`src/rtl/param_stack_reducer.sv`:
```
// LIFO stack fed by command bursts; after each burst it strobes out
// the SUM or MAX of the live entries plus an overflow/underflow flag.
module param_stack_reducer #(
  parameter  int DATA_W = 4,
  parameter  int DEPTH  = 4,
  localparam int CNT_W  = $clog2(DEPTH + 1),
  localparam int OUT_W  = DATA_W + $clog2(DEPTH)
) (
  input  logic              CLK,
  input  logic              RESET,
  input  logic              IN_VALID,
  input  logic [1:0]        OP,
  input  logic [DATA_W-1:0] IN,
  input  logic              MODE,
  output logic [OUT_W-1:0]  OUT,
  output logic              OUT_VALID,
  output logic              ERR,
  output logic [CNT_W-1:0]  COUNT,
  output logic              FULL,
  output logic              EMPTY
);

  localparam int AW = $clog2(DEPTH);

  localparam logic [1:0] OP_POP  = 2'b00;
  localparam logic [1:0] OP_PUSH = 2'b01;
  localparam logic [1:0] OP_REPL = 2'b10;
  localparam logic [1:0] OP_CLR  = 2'b11;

  logic [DATA_W-1:0] mem_q [DEPTH];
  logic [DATA_W-1:0] mem_d [DEPTH];
  logic [CNT_W-1:0]  cnt_q, cnt_d;
  logic              pend_q, pend_d;
  logic              acc_q, acc_d;
  logic              ov_q, ov_d;
  logic              err_q, err_d;
  logic [OUT_W-1:0]  out_q, out_d;

  logic [OUT_W-1:0]  sum_c, max_c;
  logic [CNT_W-1:0]  cnt_m1;
  logic [AW-1:0]     wr_idx, top_idx;
  logic              full_c, empty_c, trig_c;

  assign full_c  = (cnt_q == CNT_W'(DEPTH));
  assign empty_c = (cnt_q == '0);
  assign cnt_m1  = cnt_q - CNT_W'(1);
  assign wr_idx  = cnt_q[AW-1:0];
  assign top_idx = cnt_m1[AW-1:0];
  assign trig_c  = !IN_VALID && pend_q;

  // Vacated slots are kept at zero, so reducing every slot is exact.
  always_comb begin
    sum_c = '0;
    max_c = '0;
    for (int i = 0; i < DEPTH; i++) begin
      sum_c = sum_c + OUT_W'(mem_q[i]);
      if (OUT_W'(mem_q[i]) > max_c) max_c = OUT_W'(mem_q[i]);
    end
  end

  always_comb begin
    mem_d  = mem_q;
    cnt_d  = cnt_q;
    pend_d = pend_q;
    acc_d  = acc_q;
    ov_d   = 1'b0;
    err_d  = 1'b0;
    out_d  = '0;
    if (trig_c) begin
      pend_d = 1'b0;
      acc_d  = 1'b0;
      if (!empty_c || acc_q) begin
        ov_d  = 1'b1;
        err_d = acc_q;
        out_d = MODE ? max_c : sum_c;
      end
    end
    if (IN_VALID) begin
      pend_d = 1'b1;
      unique case (OP)
        OP_POP: begin
          if (empty_c) begin
            acc_d = 1'b1;
          end else begin
            cnt_d          = cnt_m1;
            mem_d[top_idx] = '0;
          end
        end
        OP_PUSH: begin
          if (full_c) begin
            acc_d = 1'b1;
          end else begin
            cnt_d         = cnt_q + CNT_W'(1);
            mem_d[wr_idx] = IN;
          end
        end
        OP_REPL: begin
          if (empty_c) acc_d = 1'b1;
          else mem_d[top_idx] = IN;
        end
        OP_CLR: begin
          cnt_d = '0;
          for (int i = 0; i < DEPTH; i++) mem_d[i] = '0;
        end
      endcase
    end
  end

  always_ff @(posedge CLK) begin
    if (!RESET) begin
      for (int i = 0; i < DEPTH; i++) mem_q[i] <= '0;
      cnt_q  <= '0;
      pend_q <= 1'b0;
      acc_q  <= 1'b0;
      ov_q   <= 1'b0;
      err_q  <= 1'b0;
      out_q  <= '0;
    end else begin
      mem_q  <= mem_d;
      cnt_q  <= cnt_d;
      pend_q <= pend_d;
      acc_q  <= acc_d;
      ov_q   <= ov_d;
      err_q  <= err_d;
      out_q  <= out_d;
    end
  end

  assign OUT       = out_q;
  assign OUT_VALID = ov_q;
  assign ERR       = err_q;
  assign COUNT     = cnt_q;
  assign FULL      = full_c;
  assign EMPTY     = empty_c;

endmodule
```
`config.mk`:
```
export PLATFORM = sky130hd
export DESIGN_NAME = param_stack_reducer
export DESIGN_NICKNAME = d
export VERILOG_FILES = /design/src/rtl/param_stack_reducer.sv
export SDC_FILE = /design/constraint.sdc
export NUM_CORES = 1
export LEC_CHECK = 0
export CAP_MARGIN = 20
export CELL_PAD_IN_SITES_DETAIL_PLACEMENT = 0
export CELL_PAD_IN_SITES_GLOBAL_PLACEMENT = 1
export CORE_ASPECT_RATIO = 0.9
export CORE_UTILIZATION = 43
export CTS_CLUSTER_DIAMETER = 80
export DETAILED_ROUTE_END_ITERATION = 10
export HOLD_SLACK_MARGIN = 0.1
export PLACE_DENSITY = 0.77
export SETUP_SLACK_MARGIN = 0.3
export SLEW_MARGIN = 20
export SYNTH_ARGS = -nofsm -noshare
export SYNTH_HDL_FRONTEND = slang
export SYNTH_SLANG_ARGS = --single-unit
```
`constraint.sdc`:
```
create_clock -name CLK -period 5 [get_ports CLK]
set_input_delay 0.75 -clock CLK [delete_from_list [all_inputs] [get_ports CLK]]
set_output_delay 0.75 -clock CLK [all_outputs]
set_load 0.05 [all_outputs]
```
==> key figures <==
Run status
  – Outcome: completed

Run
  – Max cap viols: 0

Floorplanning
  – Floorplan core area: 4920 sq um
  – Die height: 70.5 um
  – Row cnt: 24
  – Starting Density: 0.455
  – Io pins: 23
  – Die width: 78.1 um
  – Full die area: 5500 sq um

Min path
  – Hold Crit Class: reg -> reg
  – Min-delay src: acc_q
  – Hold Path Depth: 2
  – Hold Path End: acc_q

Global route
  – M2 GR Usage: 0.393
  – Most used routing layer: met2
  – Met1 GRT Util: 0.298
  – First-pass GRT wire length: 9.87 mm
  – Residual overflow from global routing: 0
  – Initial antenna violation count: 0
  – Largest net degree at the start of global routing: 22
  – Vias in the first global route: 2048
  – Global-route usage over all layers: 0.235
  – Global routing usage on met3: 0.0431

Timing
  – Final period utilization: 0.860
  – Final Setup Violations: 0
  – Max Freq: 233 MHz
  – Fin crit period: 4.30 ns
  – Worst-Margin Slew: 0.632 ns
  – Setup Skew: 0.00713 ns
  – Unrepaired setup endpoints after global routing: false
  – Fin Setup TNS: 0 ns
  – Relative slew slack: 0.579
  – Final Max Slew Viols: 0
  – Final worst slack: 0.701 ns
  – Final hold vios: 0

Finish
  – Share of layout cells above drive strength 1: 0.101
  – Layout fillers: 494
  – # diodes: 0
  – Final core utilization: 0.538
  – Layout overhead on the synthesized area: 18.3%
  – Layout net count: 338

Synthesis
  – Mean Syn Cell Area: 8.09 sq um
  – Main combinational cell family by area after synthesis: compound AO/OA/AOI/OAI gates
  – Synth Register Bits: 29
  – Share of the synthesized area in the top cell type: 0.259
  – Number of flops mapped to enable cells by yosys: 0
  – Net Count, Synth: 319
  – Post-synthesis compound-gate area fraction: 0.252
  – Area leader, netlist: dfxtp_1
  – Count of cell types in the netlist: 43
  – Syn. warnings: 0
  – Proportion of synthesized area in mux cells: 0.0235
  – Post-Syn Instances: 277
  – Seq/Total Area, Yosys: 0.259
  – Synth Cell Area: 2240 sq um
  – Post-synthesis simple-gate area fraction: 0.187
  – Ys flop type: dfxtp_1
  – Post-synthesis adder-cell area fraction: 0.206
  – Synth async-reset ratio: 0
  – Post-Synth XOR/XNOR Area: 0.0117
  – Top cells by area, synth: dfxtp_1, ha_1, fa_1

Placement
  – Port Buffers: 22
  – Pre-CTS WS: 0.461 ns
  – Final Wtd Congestion: 0.846
  – HPWL after DPL: 4.31 mm

Critical path
  – Crit path DAT: 4.49 ns
  – CP Launch Type: flop
  – R2r worst-path depth: 18
  – Worst setup EP type: flop
  – Worst reg2reg setup slack: 0.70 ns
  – CP required: 5.19 ns
  – Crit Path Max Fanout: 6
  – CP Class: reg -> reg
  – R2r startpoint: mem_q[14]
  – Reg-to-reg critical path endpoint: OUT[3]

Route
  – Drt drc: 0
  – WL/cell: 16.0 um
  – TritonRoute pass-1 iters: 4
  – Vias per cell: 5.73
  – Via count: 2073
  – Drt first-iter violations: 133
  – DRT Wirelength: 5.78 mm
  – Antenna-violating nets left: 0

Power and ir drop
  – Tot Pwr: 627 uW
  – Cell Pwr Density: 237 nW/um^2
  – Max VDD drop: 0.123 mV
  – Leakage: 1.05 nW

Clocking
  – CTS buffer count: 5
  – Post-CTS Setup Inserts: 0
  – Deepest clock path buffer count: 2
  – Clock Latency Late Sink: 0.29 ns
  – Clk sinks: 29
  – CTS tree: yes
  – Root Buffer Master: clkbuf_8
  – H-tree levels: 2
  – CTS clock-pin slew for the worst setup and hold paths: 0.07 ns
[through the flow]
step | std cells | hold slack, ns | instance area [sq um]
6_report | 362 | 0.496 | 2650
5_1_grt | 362 | 0.527 | 2650
4_1_cts | 362 | 0.499 | 2610
3_5_place_dp | 354 | 0.489 | 2500
3_3_place_gp | 354 | 0.484 | 2500
2_1_floorplan | 277 | 0.462 | 2240
[area by class of cell]
type / instances / area [sq um] / area share
Tap cell: 65 / 81.3 / 0.0307
Clock inverter: 1 / 5.00 / 0.00189
Timing Repair Buffer: 24 / 235 / 0.0888
Multi-Input combinational cell: 213 / 1560 / 0.588
Inverter: 23 / 86.3 / 0.0326
Sequential cell: 29 / 588 / 0.222
Clock buffer: 7 / 96.3 / 0.0364
[cell usage after synthesis, types with 3 or more instances]
library cell  number
nand2_1           23
nor2_1            20
ha_1              24
nor3_1             6
a31oi_1            5
nand3_1            7
and2_1             4
nand3b_1           3
mux2i_1            3
a2bb2oi_1          3
a21oi_1           25
nand2b_1           5
clkbuf_1           9
dfxtp_1           29
inv_1             23
o21ai_0           26
o21a_1             5
a211oi_1           4
nor2b_1            4
fa_1               8
a22oi_1            4
nand4_1            5
[state kept, by name (all words and copies together), names as in the netlist]
signal / count
mem_q: 16
OUT: 6
COUNT: 3
ERR: 1
OUT_VALID: 1
acc_q: 1
pend_q: 1
[worst max-delay path by stage]
stage,from,end,slack (ns),depth (start not counted)
finish,mem_q[14],OUT[3],0.70,18
global route,mem_q[15],OUT[3],0.32,18
CTS,mem_q[13],OUT[3],0.45,19
detailed placement,mem_q[13],OUT[3],0.46,19
global placement,mem_q[13],OUT[0],0.61,19
floorplan,mem_q[13],OUT[0],0.89,19
[report_power, final]
part | internal (mW) | switching [mW] | total, mW
clock network | 0.124 | 0.0934 | 0.218
registers | 0.238 | 0.00961 | 0.247
logic | 0.0637 | 0.0984 | 0.162
total | 0.426 | 0.201 | 0.627
[worst max-delay path: stages, from the launching register on]
cell and delay (ns):
dfxtp_2 0.40, inv_1 0.06, ha_1 0.30, o21ai_2 0.16
a21oi_2 0.05, o21a_2 0.25, mux2i_2 0.22, ha_1 0.30
and3_1 0.20, nor3_1 0.15, or3b_4 0.41, nand2_2 0.09
mux2_2 0.36, ha_1 0.32, nand2_1 0.06, o21ai_0 0.15
nand2_1 0.16, and2_4 0.21, a2111oi_2 0.33
[cell usage in the layout, fill, tap and decap left out, types with 2 or more instances in the layout]
cell type	Yosys	routed
a2111oi_2	2	2
a211oi_1	4	4
a21o_1	2	2
a21oi_1	25	23
a21oi_2	0	2
a221oi_1	2	2
a22oi_1	4	4
a2bb2oi_1	3	3
a31oi_1	5	5
and2_1	4	3
buf_4	1	2
clkbuf_8	0	7
clkdlybuf4s50_1	0	22
dfxtp_1	29	25
dfxtp_2	0	3
fa_1	8	8
ha_1	24	23
inv_1	23	23
mux2_2	2	2
mux2i_2	0	3
nand2_1	23	23
nand2b_1	5	5
nand3_1	7	7
nand3b_1	3	3
nand4_1	5	5
nand4b_1	2	2
nor2_1	20	20
nor2b_1	4	4
nor3_1	6	6
nor3b_1	2	2
o211ai_1	2	2
o21a_1	5	4
o21ai_0	26	26
o21ai_2	2	2
o221ai_1	2	2
xnor2_1	2	2
[metal layers]
layer / share of wire / vias to the layer above / routed length, um
li1: - / 1032 / -
met1: 0.47 / 980 / 2700
met2: 0.47 / 50 / 2690
met3: 0.044 / 11 / 254
met4: 0.023 / 0 / 131
met5: 0 / - / 0
[kinds of logic after synthesis]
logic type               after synthesis
AO/OA/AOI/OAI                         89
adder cells (fa/ha/maj)               32
AND/OR/NAND/NOR                       84
XOR/XNOR                               3
multiplexers                           5
buffers and inverters                 35
flip-flops                            29
[timing repair]
action	in CTS	in global routing
hold buffers	0	0
endpoints found under the setup margin	0	4
resized for setup	0	13
No activity file was read; power rests on OpenSTA's default activity.
==> RTL edit 1 (config.mk and constraints unchanged) <==
`DATA_W`: 4 -> 5.
--- a/src/rtl/param_stack_reducer.sv
+++ b/src/rtl/param_stack_reducer.sv
@@ -1,7 +1,7 @@
 // LIFO stack fed by command bursts; after each burst it strobes out
 // the SUM or MAX of the live entries plus an overflow/underflow flag.
 module param_stack_reducer #(
-  parameter  int DATA_W = 4,
+  parameter  int DATA_W = 5,
   parameter  int DEPTH  = 4,
   localparam int CNT_W  = $clog2(DEPTH + 1),
   localparam int OUT_W  = DATA_W + $clog2(DEPTH)
Ports: changed (resized IN and OUT); port bits go from 23 to 25. No check against the original RTL was run, so the function may have changed too.
==> RTL edit 1 against the unedited design <==
Clock power grew 43%. First-iteration DRC count shrank 11%. Non-clock buffer count grew 2. Combinational power grew 15%. Core utilization shrank 1.2 points. Die area grew 13%. Worst setup slack lost 0.17 ns. Synthesized area grew 14%. Sequential cell count grew 5. Cell area grew 13%. Sequential share of layout area grew 0.73 points. Wire length grew 13%. Power grew 25%. Largest cell class unchanged.
==> RTL edit 1: results (changes against the unedited design) <==
| Metric | Value |
|---|---|
| Initial DRC count | `118 (was 133)` |
| P_int | `0.552 mW (was 0.426 mW)` |
| Distinct cells, synth | `57 (was 43)` |
| CP max stage delay | `0.45 ns (was 0.41 ns)` |
| Leakage | `1.20 nW (was 1.05 nW)` |
| DP HPWL | `5000 um (was 4310 um)` |
| Wirelength per Cell | `17.2 um (was 16.0 um)` |
| Worst EP arrival | `4.65 ns (was 4.49 ns)` |
| DRT Pass-1 Iters | `6 (was 4)` |
| Max reg flops | `20 (was 16)` |
| Port Buffer Count | `24 (was 22)` |
| Adder-Cell Fraction of Synth Area | `21.6% (was 20.6%)` |
| Tightest Pin Transition | `0.645 ns (was 0.632 ns)` |
| Worst Skew | `0.0108 ns (was 0.00713 ns)` |
| Vias in the first global route | `2,063 (was 2,048)` |
| Status | `finished clean (unchanged)` |
| Routed via count | `2,165 (was 2,073)` |
| Layout cells sized above 1 | `10.3% (was 10.1%)` |
| Multiplexer share of the synthesized area | `4.27% (was 2.35%)` |
| Synthesized Nets | `334 (was 319)` |
| Pwr Density | `261 nW/um^2 (was 237 nW/um^2)` |
| Gr usage total | `22.6% (was 23.5%)` |
| Nets | `358 (was 338)` |
| First-pass GRT wire length | `10,700 um (was 9870 um)` |
| VDD IR max | `0.218 mV (was 0.123 mV)` |
| CP Max Fanout | `9 (was 6)` |
| Largest net degree at the start of global routing | `20 (was 22)` |
| Gp weighted congestion | `0.847 (was 0.846)` |
| Top cells by area, synth | `dfxtp_1 (27%), ha_1 (14%), fa_1 (7.9%), a22oi_1 (5.6%), nor2_1 (4.7%) (was dfxtp_1 (26%), ha_1 (13%), fa_1 (7.2%), o21ai_0 (5.8%), a21oi_1 (5.6%))` |
| Worst r2r src | `mem_q[12] (was mem_q[14])` |
| Synth Area in Compound Gates | `25.8% (was 25.2%)` |
| Worst r2r dst | `OUT[0] (was OUT[3])` |
| Top post-synthesis cells by count | `dfxtp_1 (34), nor2_1 (32), ha_1 (28) (was dfxtp_1 (29), o21ai_0 (26), a21oi_1 (25))` |
## RTL edit 1: changes by cell type after synthesis, moves of 4 or more
cell     before  now
dfxtp_1      29   34
o21a_1        5    1
ha_1         24   28
nor2_1       20   32
nand3_1       7    3
a22oi_1       4   19
a21oi_1      25   17
o21ai_0      26   14
nand4_1       5    1
nand2_1      23   13
## RTL edit 1: through the flow
stage                     instance area [um^2]  std cells  setup WS [ns]
final                                     3000        380          0.530
after global routing                      3000        380          0.267
after CTS                                 2970        378          0.426
after detailed placement                  2830        370          0.474
after global placement                    2830        370          0.586
after floorplan                           2550        285          0.871
## RTL edit 1: worst max-delay path by stage
| stage | start | endpoint | cells after the start |
|---|---|---|---|
| floorplan | mem_q[16] | OUT[0] | 20 |
| global placement | mem_q[16] | OUT[1] | 19 |
| detailed placement | mem_q[16] | OUT[0] | 19 |
| CTS | mem_q[16] | OUT[1] | 19 |
| global route | mem_q[17] | OUT[2] | 20 |
| finish | mem_q[12] | OUT[0] | 18 |
## RTL edit 1: metal layers
layer	share of wire, %	global-route usage [%]
met1	50	31.4
met2	43	36.1
met4	1.7	7.09
met3	5.1	4.28
met5	0	0
## RTL edit 1: power by group through the flow
stage | sequential [mW] | clock [mW] | combinational, mW
after floorplan | 0.296 | 0 | 0.129
after global placement | 0.292 | 0 | 0.176
final | 0.286 | 0.311 | 0.187
after CTS | 0.286 | 0.315 | 0.178
after detailed placement | 0.292 | 0 | 0.176
after global routing | 0.287 | 0.329 | 0.206
## RTL edit 1: cell type report
cell class	instances	area, um^2
clock buffers	5	68.8
clock inverters	3	68.8
fillers	549	2700
inverters	25	93.8
multi-input cells	217	1730
flip-flops and latches	34	687
well taps	70	87.6
repair buffers	26	255
==> RTL edit 2 (config.mk and constraints unchanged) <==
Without the edit above. The output `ERR` loses its register stage (`err_q` becomes a continuous assignment).
--- a/src/rtl/param_stack_reducer.sv
+++ b/src/rtl/param_stack_reducer.sv
@@ -113,7 +113,6 @@
       pend_q <= 1'b0;
       acc_q  <= 1'b0;
       ov_q   <= 1'b0;
-      err_q  <= 1'b0;
       out_q  <= '0;
     end else begin
       mem_q  <= mem_d;
@@ -121,10 +120,11 @@
       pend_q <= pend_d;
       acc_q  <= acc_d;
       ov_q   <= ov_d;
-      err_q  <= err_d;
       out_q  <= out_d;
     end
   end
+
+  assign err_q = err_d;
 
   assign OUT       = out_q;
   assign OUT_VALID = ov_q;
Behaviour: not the same (Yosys sat finds a counterexample within 4 cycles, from zero or initial values and one cycle with RESET low).
==> RTL edit 2 against the unedited design <==
Power is 15% lower. Critical path depth is 2 higher. Wire length is 0.69% lower. Worst setup slack worse by 0.18 ns. Clock power is 32% lower. Sequential cell count is 1 lower. Synthesized area is 0.78% higher. Cell area is 1.9% lower. Critical endpoint is now OUT[2]. Largest cell class unchanged.
==> RTL edit 2: results (changes against the unedited design) <==
| Metric | Value |
|---|---|
| Status | `finished clean (unchanged)` |
| Largest net degree at the start of global routing | `20 (was 22)` |
| Worst Skew | `0.00525 ns (was 0.00713 ns)` |
| Wirelength per Cell | `16.3 um (was 16.0 um)` |
| Worst EP arrival | `4.65 ns (was 4.49 ns)` |
| CP Max Fanout | `8 (was 6)` |
| Worst r2r src | `mem_q[13] (was mem_q[14])` |
| Critical path required time | `5.17 ns (was 5.19 ns)` |
| Layout cells sized above 1 | `8.68% (was 10.1%)` |
| DP HPWL | `4420 um (was 4310 um)` |
| Met2 usage | `31.9% (was 39.3%)` |
| Gp weighted congestion | `0.932 (was 0.846)` |
| Synth Area in Compound Gates | `26.0% (was 25.2%)` |
| Vias in the first global route | `1,834 (was 2,048)` |
| Top post-synthesis cells by count | `dfxtp_1 (28), nor2_1 (26), ha_1 (24) (was dfxtp_1 (29), o21ai_0 (26), a21oi_1 (25))` |
| Adder-Cell Fraction of Synth Area | `20.4% (was 20.6%)` |
| Nets | `331 (was 338)` |
| Gr usage total | `22.4% (was 23.5%)` |
| Met1 global-route usage | `34.8% (was 29.8%)` |
| Placement Setup Slack | `0.493 ns (was 0.461 ns)` |
| Worst r2r dst | `OUT[2] (was OUT[3])` |
| Top cells by area, synth | `dfxtp_1 (25%), ha_1 (13%), fa_1 (7.1%), nor2_1 (4.3%), a21oi_1 (4.0%) (was dfxtp_1 (26%), ha_1 (13%), fa_1 (7.2%), o21ai_0 (5.8%), a21oi_1 (5.6%))` |
| Synthesized Nets | `313 (was 319)` |
| Post-DR vias/cell | `5.70 (was 5.73)` |
| Post-synthesis cell count | `271 (was 277)` |
| Slowest-stage cell, CP | `a2111oi_1 (was or3b_4)` |
| Final WL | `5740 um (was 5780 um)` |
| Distinct cells, synth | `49 (was 43)` |
| Leakage | `1.01 nW (was 1.05 nW)` |
| VDD IR max | `0.155 mV (was 0.123 mV)` |
| Total CTS buffers | `3 (was 5)` |
RTL edit 2: cell type report:
type                    count  area share (%)
repair buffers             25            9.34
clock buffers               4            2.12
multi-input cells         211            60.8
well taps                  65            3.13
inverters                  20            2.89
flip-flops and latches     28            21.8
RTL edit 2: power by group:
part           switching (mW)  internal (mW)
logic                  0.0888         0.0570
clock network          0.0779         0.0708
registers             0.00789          0.229
RTL edit 2: how the worst min path moves through the flow:
| stage | startpoint | to | slack [ns] | depth (start not counted) |
|---|---|---|---|---|
| finish | acc_q | acc_q | 0.50 | 2 |
| global route | acc_q | acc_q | 0.55 | 2 |
| CTS | acc_q | acc_q | 0.51 | 2 |
| detailed placement | acc_q | acc_q | 0.48 | 2 |
| global placement | acc_q | acc_q | 0.49 | 2 |
| floorplan | acc_q | acc_q | 0.46 | 2 |
RTL edit 2: routing by layer:
layer	vias to the layer above	routed length, um
met3	2	462
met4	0	25
met5	-	0
met1	923	2890
met2	73	2360
li1	1014	-
